===== src/rtl/cpu_pkg.sv =====
// Shared CPU front-end definitions.
// Default datapath widths and the fetch FSM state encoding.
package cpu_pkg;

   localparam int          PC_W_DEF      = 16;
   localparam int          INSTR_W_DEF   = 16;
   localparam int          PC_STEP_DEF   = 2;
   localparam int unsigned NOP_INSTR_DEF = 0;

   typedef enum logic {
      BOOT  = 1'b0,
      FETCH = 1'b1
   } fetch_state_e;

endpackage


===== src/rtl/fetch_stage_ifid_reg.sv =====
// IF/ID pipeline register.
// Bubble takes precedence over load; with neither asserted the contents hold.
module ifid_reg
   import cpu_pkg::*;
#(
   parameter int          PC_W      = PC_W_DEF,
   parameter int          INSTR_W   = INSTR_W_DEF,
   parameter int unsigned NOP_INSTR = NOP_INSTR_DEF
) (
   input  logic                    clk,
   input  logic                    reset,
   input  logic                    i_load,
   input  logic                    i_bubble,
   input  logic [PC_W-1:0]         i_pc,
   input  logic [PC_W+INSTR_W-1:0] i_bundle,
   output logic                    o_valid,
   output logic [PC_W-1:0]         o_pc,
   output logic [PC_W+INSTR_W-1:0] o_bundle
);

   localparam logic [PC_W+INSTR_W-1:0] BUBBLE =
      {{PC_W{1'b0}}, INSTR_W'(NOP_INSTR)};

   logic                    r_valid;
   logic [PC_W-1:0]         r_pc;
   logic [PC_W+INSTR_W-1:0] r_bundle;

   always_ff @(posedge clk or posedge reset) begin
      if (reset) begin
         r_valid  <= 1'b0;
         r_pc     <= '0;
         r_bundle <= BUBBLE;
      end else if (i_bubble) begin
         r_valid  <= 1'b0;
         r_pc     <= '0;
         r_bundle <= BUBBLE;
      end else if (i_load) begin
         r_valid  <= 1'b1;
         r_pc     <= i_pc;
         r_bundle <= i_bundle;
      end
   end

   assign o_valid  = r_valid;
   assign o_pc     = r_pc;
   assign o_bundle = r_bundle;

endmodule


===== src/rtl/fetch_stage.sv =====
// Instruction-fetch front end: PC, step adder, imem handshake,
// boot FSM, IF/ID register and a saturating bubble counter.
module fetch_stage
   import cpu_pkg::*;
#(
   parameter int          PC_W      = PC_W_DEF,
   parameter int          INSTR_W   = INSTR_W_DEF,
   parameter int          PC_STEP   = PC_STEP_DEF,
   parameter int unsigned RESET_PC  = 0,
   parameter int unsigned NOP_INSTR = NOP_INSTR_DEF,
   parameter int          CNT_W     = 16
) (
   input  logic                    clk,
   input  logic                    reset,
   input  logic                    stall,
   input  logic                    flush,
   input  logic                    redirect_valid,
   input  logic [PC_W-1:0]         redirect_pc,
   output logic                    imem_req,
   output logic [PC_W-1:0]         imem_addr,
   input  logic                    imem_ready,
   input  logic [INSTR_W-1:0]      imem_rdata,
   output logic [PC_W-1:0]         pc,
   output logic [PC_W-1:0]         pc_plus,
   output logic                    ifid_valid,
   output logic [PC_W-1:0]         ifid_pc,
   output logic [PC_W+INSTR_W-1:0] ifid_bundle,
   output logic [CNT_W-1:0]        bubble_count
);

   localparam logic [PC_W-1:0] ALIGN_MASK = PC_W'(PC_STEP - 1);
   localparam logic [PC_W-1:0] STEP       = PC_W'(PC_STEP);

   fetch_state_e r_state;
   fetch_state_e w_state_nxt;

   logic [PC_W-1:0]  r_pc;
   logic [PC_W-1:0]  w_pc_nxt;
   logic [PC_W-1:0]  w_pc_plus;
   logic [CNT_W-1:0] r_cnt;
   logic             w_fetch;
   logic             w_fire;
   logic             w_bubble;

   always_ff @(posedge clk or posedge reset) begin
      if (reset) r_state <= BOOT;
      else       r_state <= w_state_nxt;
   end

   always_comb begin
      w_state_nxt = r_state;
      w_fetch     = 1'b0;
      unique case (r_state)
         BOOT:  w_state_nxt = FETCH;
         FETCH: w_fetch     = 1'b1;
         default: w_state_nxt = BOOT;
      endcase
   end

   assign w_pc_plus = r_pc + STEP;

   // Redirect/flush win over stall; stall suppresses the other bubble sources
   assign w_fire   = w_fetch & imem_ready & ~stall & ~flush & ~redirect_valid;
   assign w_bubble = redirect_valid | flush |
                     (~stall & (~w_fetch | ~imem_ready));

   always_comb begin
      w_pc_nxt = r_pc;
      if (redirect_valid) w_pc_nxt = redirect_pc & ~ALIGN_MASK;
      else if (w_fire)    w_pc_nxt = w_pc_plus;
   end

   always_ff @(posedge clk or posedge reset) begin
      if (reset) begin
         r_pc  <= PC_W'(RESET_PC);
         r_cnt <= '0;
      end else begin
         r_pc <= w_pc_nxt;
         if (w_bubble && (r_cnt != {CNT_W{1'b1}}))
            r_cnt <= r_cnt + 1'b1;
      end
   end

   ifid_reg #(
      .PC_W      (PC_W),
      .INSTR_W   (INSTR_W),
      .NOP_INSTR (NOP_INSTR)
   ) u_ifid (
      .clk      (clk),
      .reset    (reset),
      .i_load   (w_fire),
      .i_bubble (w_bubble),
      .i_pc     (r_pc),
      .i_bundle ({w_pc_plus, imem_rdata}),
      .o_valid  (ifid_valid),
      .o_pc     (ifid_pc),
      .o_bundle (ifid_bundle)
   );

   assign imem_req     = w_fetch;
   assign imem_addr    = r_pc;
   assign pc           = r_pc;
   assign pc_plus      = w_pc_plus;
   assign bubble_count = r_cnt;

endmodule


===== config.mk =====
export PLATFORM = sky130hd
export DESIGN_NAME = fetch_stage
export DESIGN_NICKNAME = d
export VERILOG_FILES = /design/src/rtl/cpu_pkg.sv /design/src/rtl/fetch_stage_ifid_reg.sv /design/src/rtl/fetch_stage.sv
export SDC_FILE = /design/constraint.sdc
export NUM_CORES = 1
export LEC_CHECK = 0
export BUFFER_PORTS_ARGS = -buffer_cell sky130_fd_sc_hd__buf_2
export CORE_MARGIN = 3
export CORE_UTILIZATION = 40
export DETAILED_ROUTE_END_ITERATION = 7
export GPL_TIMING_DRIVEN = 0
export PLACE_DENSITY = 0.75
export SLEW_MARGIN = 20
export SYNTH_ARGS = -nofsm -noshare
export SYNTH_HDL_FRONTEND = slang
export SYNTH_HIERARCHICAL = 1
export SYNTH_SLANG_ARGS = --single-unit

===== constraint.sdc =====
create_clock -name clk -period 2.02 [get_ports clk]
set_input_delay 0.505 -clock clk [delete_from_list [all_inputs] [get_ports clk]]
set_output_delay 0.505 -clock clk [all_outputs]
set_load 0.02 [all_outputs]

* Word level (Yosys, flattened, before mapping)
Cells that the tools add are included. W data, S select, Z words.
Word-level totals: output and inout port bits 114, register bits 82, bits of input ports 38, logic and storage cells 34
Operators by class: equality and inequality tests 1, mux-type cells 9, reductions and logical operators 3, bitwise operators 13, add/subtract/negate cells 2
Operators with widths (count):
- $mux W16 | 4
- $mux W32 | 2
- $add A16 B1 Y16 const B | 1
- $add A16 B2 Y16 const B | 1
- $ne A16 B16 Y1 const B | 1
- $and A1 B1 Y1 | 5
- $not A1 Y1 | 5
- $reduce_bool A2 Y1 | 2
- $mux W1 | 3
- $or A1 B1 Y1 | 3
- $logic_and A1 B1 Y1 | 1

* Depth between registers and ports, before layout
depth after elaboration 7, mapped depth 8, depth with buffers taken out 7

* Cells and area by module
Netlist, hierarchy kept.
Modules (own cells, without submodules):
- fetch_stage | instances 1, seq. area each 800.8 um2, area an instance 2084.5 um2, cells each 226
- ifid_reg | instances 1, seq. area each 1226.2 um2, area an instance 1988.2 um2, cells each 159

* Worst setup path before layout
OpenSTA, ideal clock, no wires.
path type register -> output, start point reg r_pc[1] (netlist: imem_addr[1]), end point out pc_plus[15], required time 1515 ps, buffers on the path 0, data arrival time 1805 ps, path slack -290 ps, cell stages (with the launch flop) 5, path through dfrtp_1 ha_1 nand4_1 nor4_1 xor2_1
Between the ends: word-level cells in the longest chain between the ends 1
Ends and longest elaborated chain:
- start, declared | RTL line fetch_stage.sv:37 | logic [PC_W-1:0] r_pc;
- start signal, assigned | RTL line fetch_stage.sv:75 | r_pc <= PC_W'(RESET_PC);
- start signal, assigned | RTL line fetch_stage.sv:78 | r_pc <= w_pc_nxt;
- $add A16 B2 Y16 | RTL line fetch_stage.sv:60 | assign w_pc_plus = r_pc + STEP;
- end, declared | RTL line fetch_stage.sv:24 | output logic [PC_W-1:0] pc_plus,
Every way passes these cells.

* Worst setup path after layout
start point reg r_pc[2] (netlist: imem_addr[2]), end point out pc_plus[11]
The elaborated chain is that of the path after synthesis.

==> flow_summary.json <==
{
  "worst_slack_ns": -0.3993,
  "setup_violations": 13,
  "io_buffers": 147,
  "synth_seq_cells": 81,
  "track_usage": 0.2044,
  "power.leakage_nw": 2.816,
  "synth-seq-area-share": 0.4977,
  "ir_drop_mv": 0.7549,
  "hold_class": "input pin to asynchronous set/reset pin",
  "die_area_um2": 11430,
  "end_kind": "primary output",
  "gr-total-overflow": 0,
  "viasPerCell": 5.001,
  "syn_area_per_cell_um2": 10.58,
  "cts_buffers": 9,
  "area_delta_synth_final_pct": 44.39,
  "drv_slew": 0,
  "routabilityCongestion": 0.8236,
  "firstDrtPassIters": 4,
  "clock_path_buffers": 2,
  "clock-root-buffer": "clkbuf_8",
  "synthTopCellsByArea": "dfrtp_1 50%, mux2i_1 12%, nor2_1 5.6%",
  "drt_wl_total_mm": 12.03,
  "path_clk_slew_ns": 0.09,
  "yosys.area.top_type_share": 0.4977,
  "rr_worst_depth": 9,
  "status": "finished with violations",
  "syn_inst": 385,
  "crit_required_ns": 1.51,
  "final_layout_size_suffix_gt1_frac": 0.4822,
  "cap_violations": 0,
  "cts_tree": "done",
  "synth_top_area_cell": "dfrtp_1",
  "antenna_found_initial": 0,
  "dp_hpwl_mm": 8.022,
  "cts_sinks": 81,
  "die_h_um": 106.9,
  "grt_max_degree": 33,
  "r2r_slack_ns": -0.11,
  "rsz0062_at_grt": "true",
  "fmax_mhz": 413.3,
  "die_x_um": 106.9,
  "violations": "negative setup slack",
  "startpoint_type": "register",
  "drt_iter0_drc": 192,
  "n_antenna_cell": 0,
  "critPathKind": "register to primary output",
  "fin_skew_ns": 0.01554,
  "setup_tns_ns": -3.956,
  "layout.nets": 624,
  "fp.coreArea_um2": 9819,
  "wl_per_cell_um": 16.66,
  "ant_nets": 0,
  "tightest_slew_ns": 0.7233,
  "yosysWarnings": 6,
  "fin_hold_ws_ns": 0.2079,
  "pre_cts_slack_ns": -0.2637,
  "grt_pass1_vias": 3573,
  "grt_pass1_wl_mm": 18.46,
  "drc": 0,
  "min_period_ns": 2.419,
  "syn-cell-area_um2": 4073,
  "rows": 36,
  "initial_core_util": 0.4148,
  "num_vias": 3611,
  "hold_buffers": 0,
  "relSlewSlack": 0.5171,
  "cts_htree_levels": 3,
  "pin_count": 152,
  "synth.distinct_cells": 49,
  "fin_util": 0.5989,
  "crit_arrival_ns": 1.91,
  "hold_viol_final": 0,
  "finalCritPeriodShare": 1.198,
  "total_power_mw": 4.586,
  "power_density_nw_per_um2": 779.8,
  "clkLatencyLatePin_ns": 0.35,
  "timing.rr.start": "imem_addr[2]",
  "r2r-end": "imem_addr[13]",
  "cp_max_fo": 3
}
[through the flow]
step | instance area (um^2) | std cells
finish | 5881 | 722
CTS | 5662 | 709
global route | 5881 | 722
floorplan | 4159 | 389
global placement | 5061 | 669
detailed placement | 5081 | 670
[flip-flops by register name (all words and copies together) (netlist names)]
signal           count
r_state              1
u_ifid/o_bundle     32
imem_addr           15
u_ifid/o_pc         16
bubble_count        16
u_ifid/o_valid       1
[report_power, final]
group	internal [mW]	switching, mW
Sequential	1.78	0.238
Combinational	0.564	0.766
Clock	0.640	0.598
Total	2.98	1.60
[Yosys cell counts (all sizes together)]
library cell and n:
nor4b 2, and4 3, mux2 2, and4bb 1, xor2 21, nor3b 1
mux2i 50, nand4 10, dfrtp 81, a31oi 4, nor4 6, a22oi 1
nor2b 2, or3 2, and3 3, o31a 3, or4 1, o31ai 1
clkbuf 8, ha 2, or2 2, buf 30, a21oi 1, nand3 15
nand2 23, xnor2 14, conb 2, o21ai 12, and2 3, nor2 62
nand2b 1, inv 6, nor3 8, a41oi 1, nand4bb 1
[worst max-delay path by stage]
| stage | slack, ns | endpoint | start | depth (start not counted) |
|---|---|---|---|---|
| after detailed placement | -0.26 | u_ifid/o_bundle[18] | redirect_valid | 9 |
| final | -0.40 | pc_plus[11] | imem_addr[2] | 8 |
| after global placement | -0.34 | u_ifid/o_bundle[12] | reset | 2 |
| after floorplan | -0.003 | pc_plus[15] | imem_addr[1] | 4 |
| after CTS | -0.41 | pc_plus[15] | imem_addr[5] | 5 |
| after global routing | -0.45 | pc_plus[11] | imem_addr[2] | 8 |
[worst max-delay path, stage by stage (launching register included)]
cell and delay, ns:
dfrtp_2 0.40, ha_4 0.15, buf_6 0.10, buf_6 0.08
and4_4 0.25, nand2_4 0.09, nor2_4 0.12, xor2_2 0.22
buf_6 0.15
[what timing repair did]
| action | 4_1_cts | 5_1_grt |
|---|---|---|
| buffers inserted | 23 | 13 |
| pin swaps | 13 | 10 |
| endpoints found under the setup margin | 22 | 22 |
| resized for setup | 53 | 22 |
[layout make-up]
class	count	area (um^2)
Sequential cell	81	2039
Clock inverter	4	51.30
Clock buffer	12	155.1
Timing Repair Buffer	184	1129
Tap cell	133	166.4
Buffer	38	280.3
Inverter	6	22.52
Fill cell	834	3939
Multi-Input combinational cell	264	2037
[cells by family after synthesis]
group | synth area share
simple gates | 0.1837
flops | 0.4977
mux | 0.1293
buf+inv | 0.07158
xor+xnor | 0.07527
compound gates | 0.03441
fa+ha+maj | 0.006143
other cells | 0.001844
[metal layers]
metal	global-route usage	part of all wire	up-vias
li1	-	-	1687
met1	0.2605	0.41	1762
met2	0.3548	0.51	143
met3	0.03853	0.067	19
met4	0.05845	0.014	0
met5	0	0	-
[placed cells by master (no fill, tap or decap), types with 3 or more instances in the layout]
cell type and count:
mux2i_1 50, xnor2_2 4, nor2_1 57, nand3_4 3, o21ai_0 12, conb_1 6
xnor2_1 7, dfrtp_2 10, a31oi_1 4, nand2_1 21, inv_1 4, xor2_1 16
buf_2 137, nor3_1 6, buf_12 3, buf_6 18, dfrtp_1 71, nand3_2 3
and3_1 3, clkbuf_8 11, nand3_1 9, nand4_1 8, nor4_1 4, clkbuf_1 7
buf_4 55, nor2_4 4, xor2_2 5, o31a_1 3, xnor2_4 3
(Power assumes the default switching activity.)
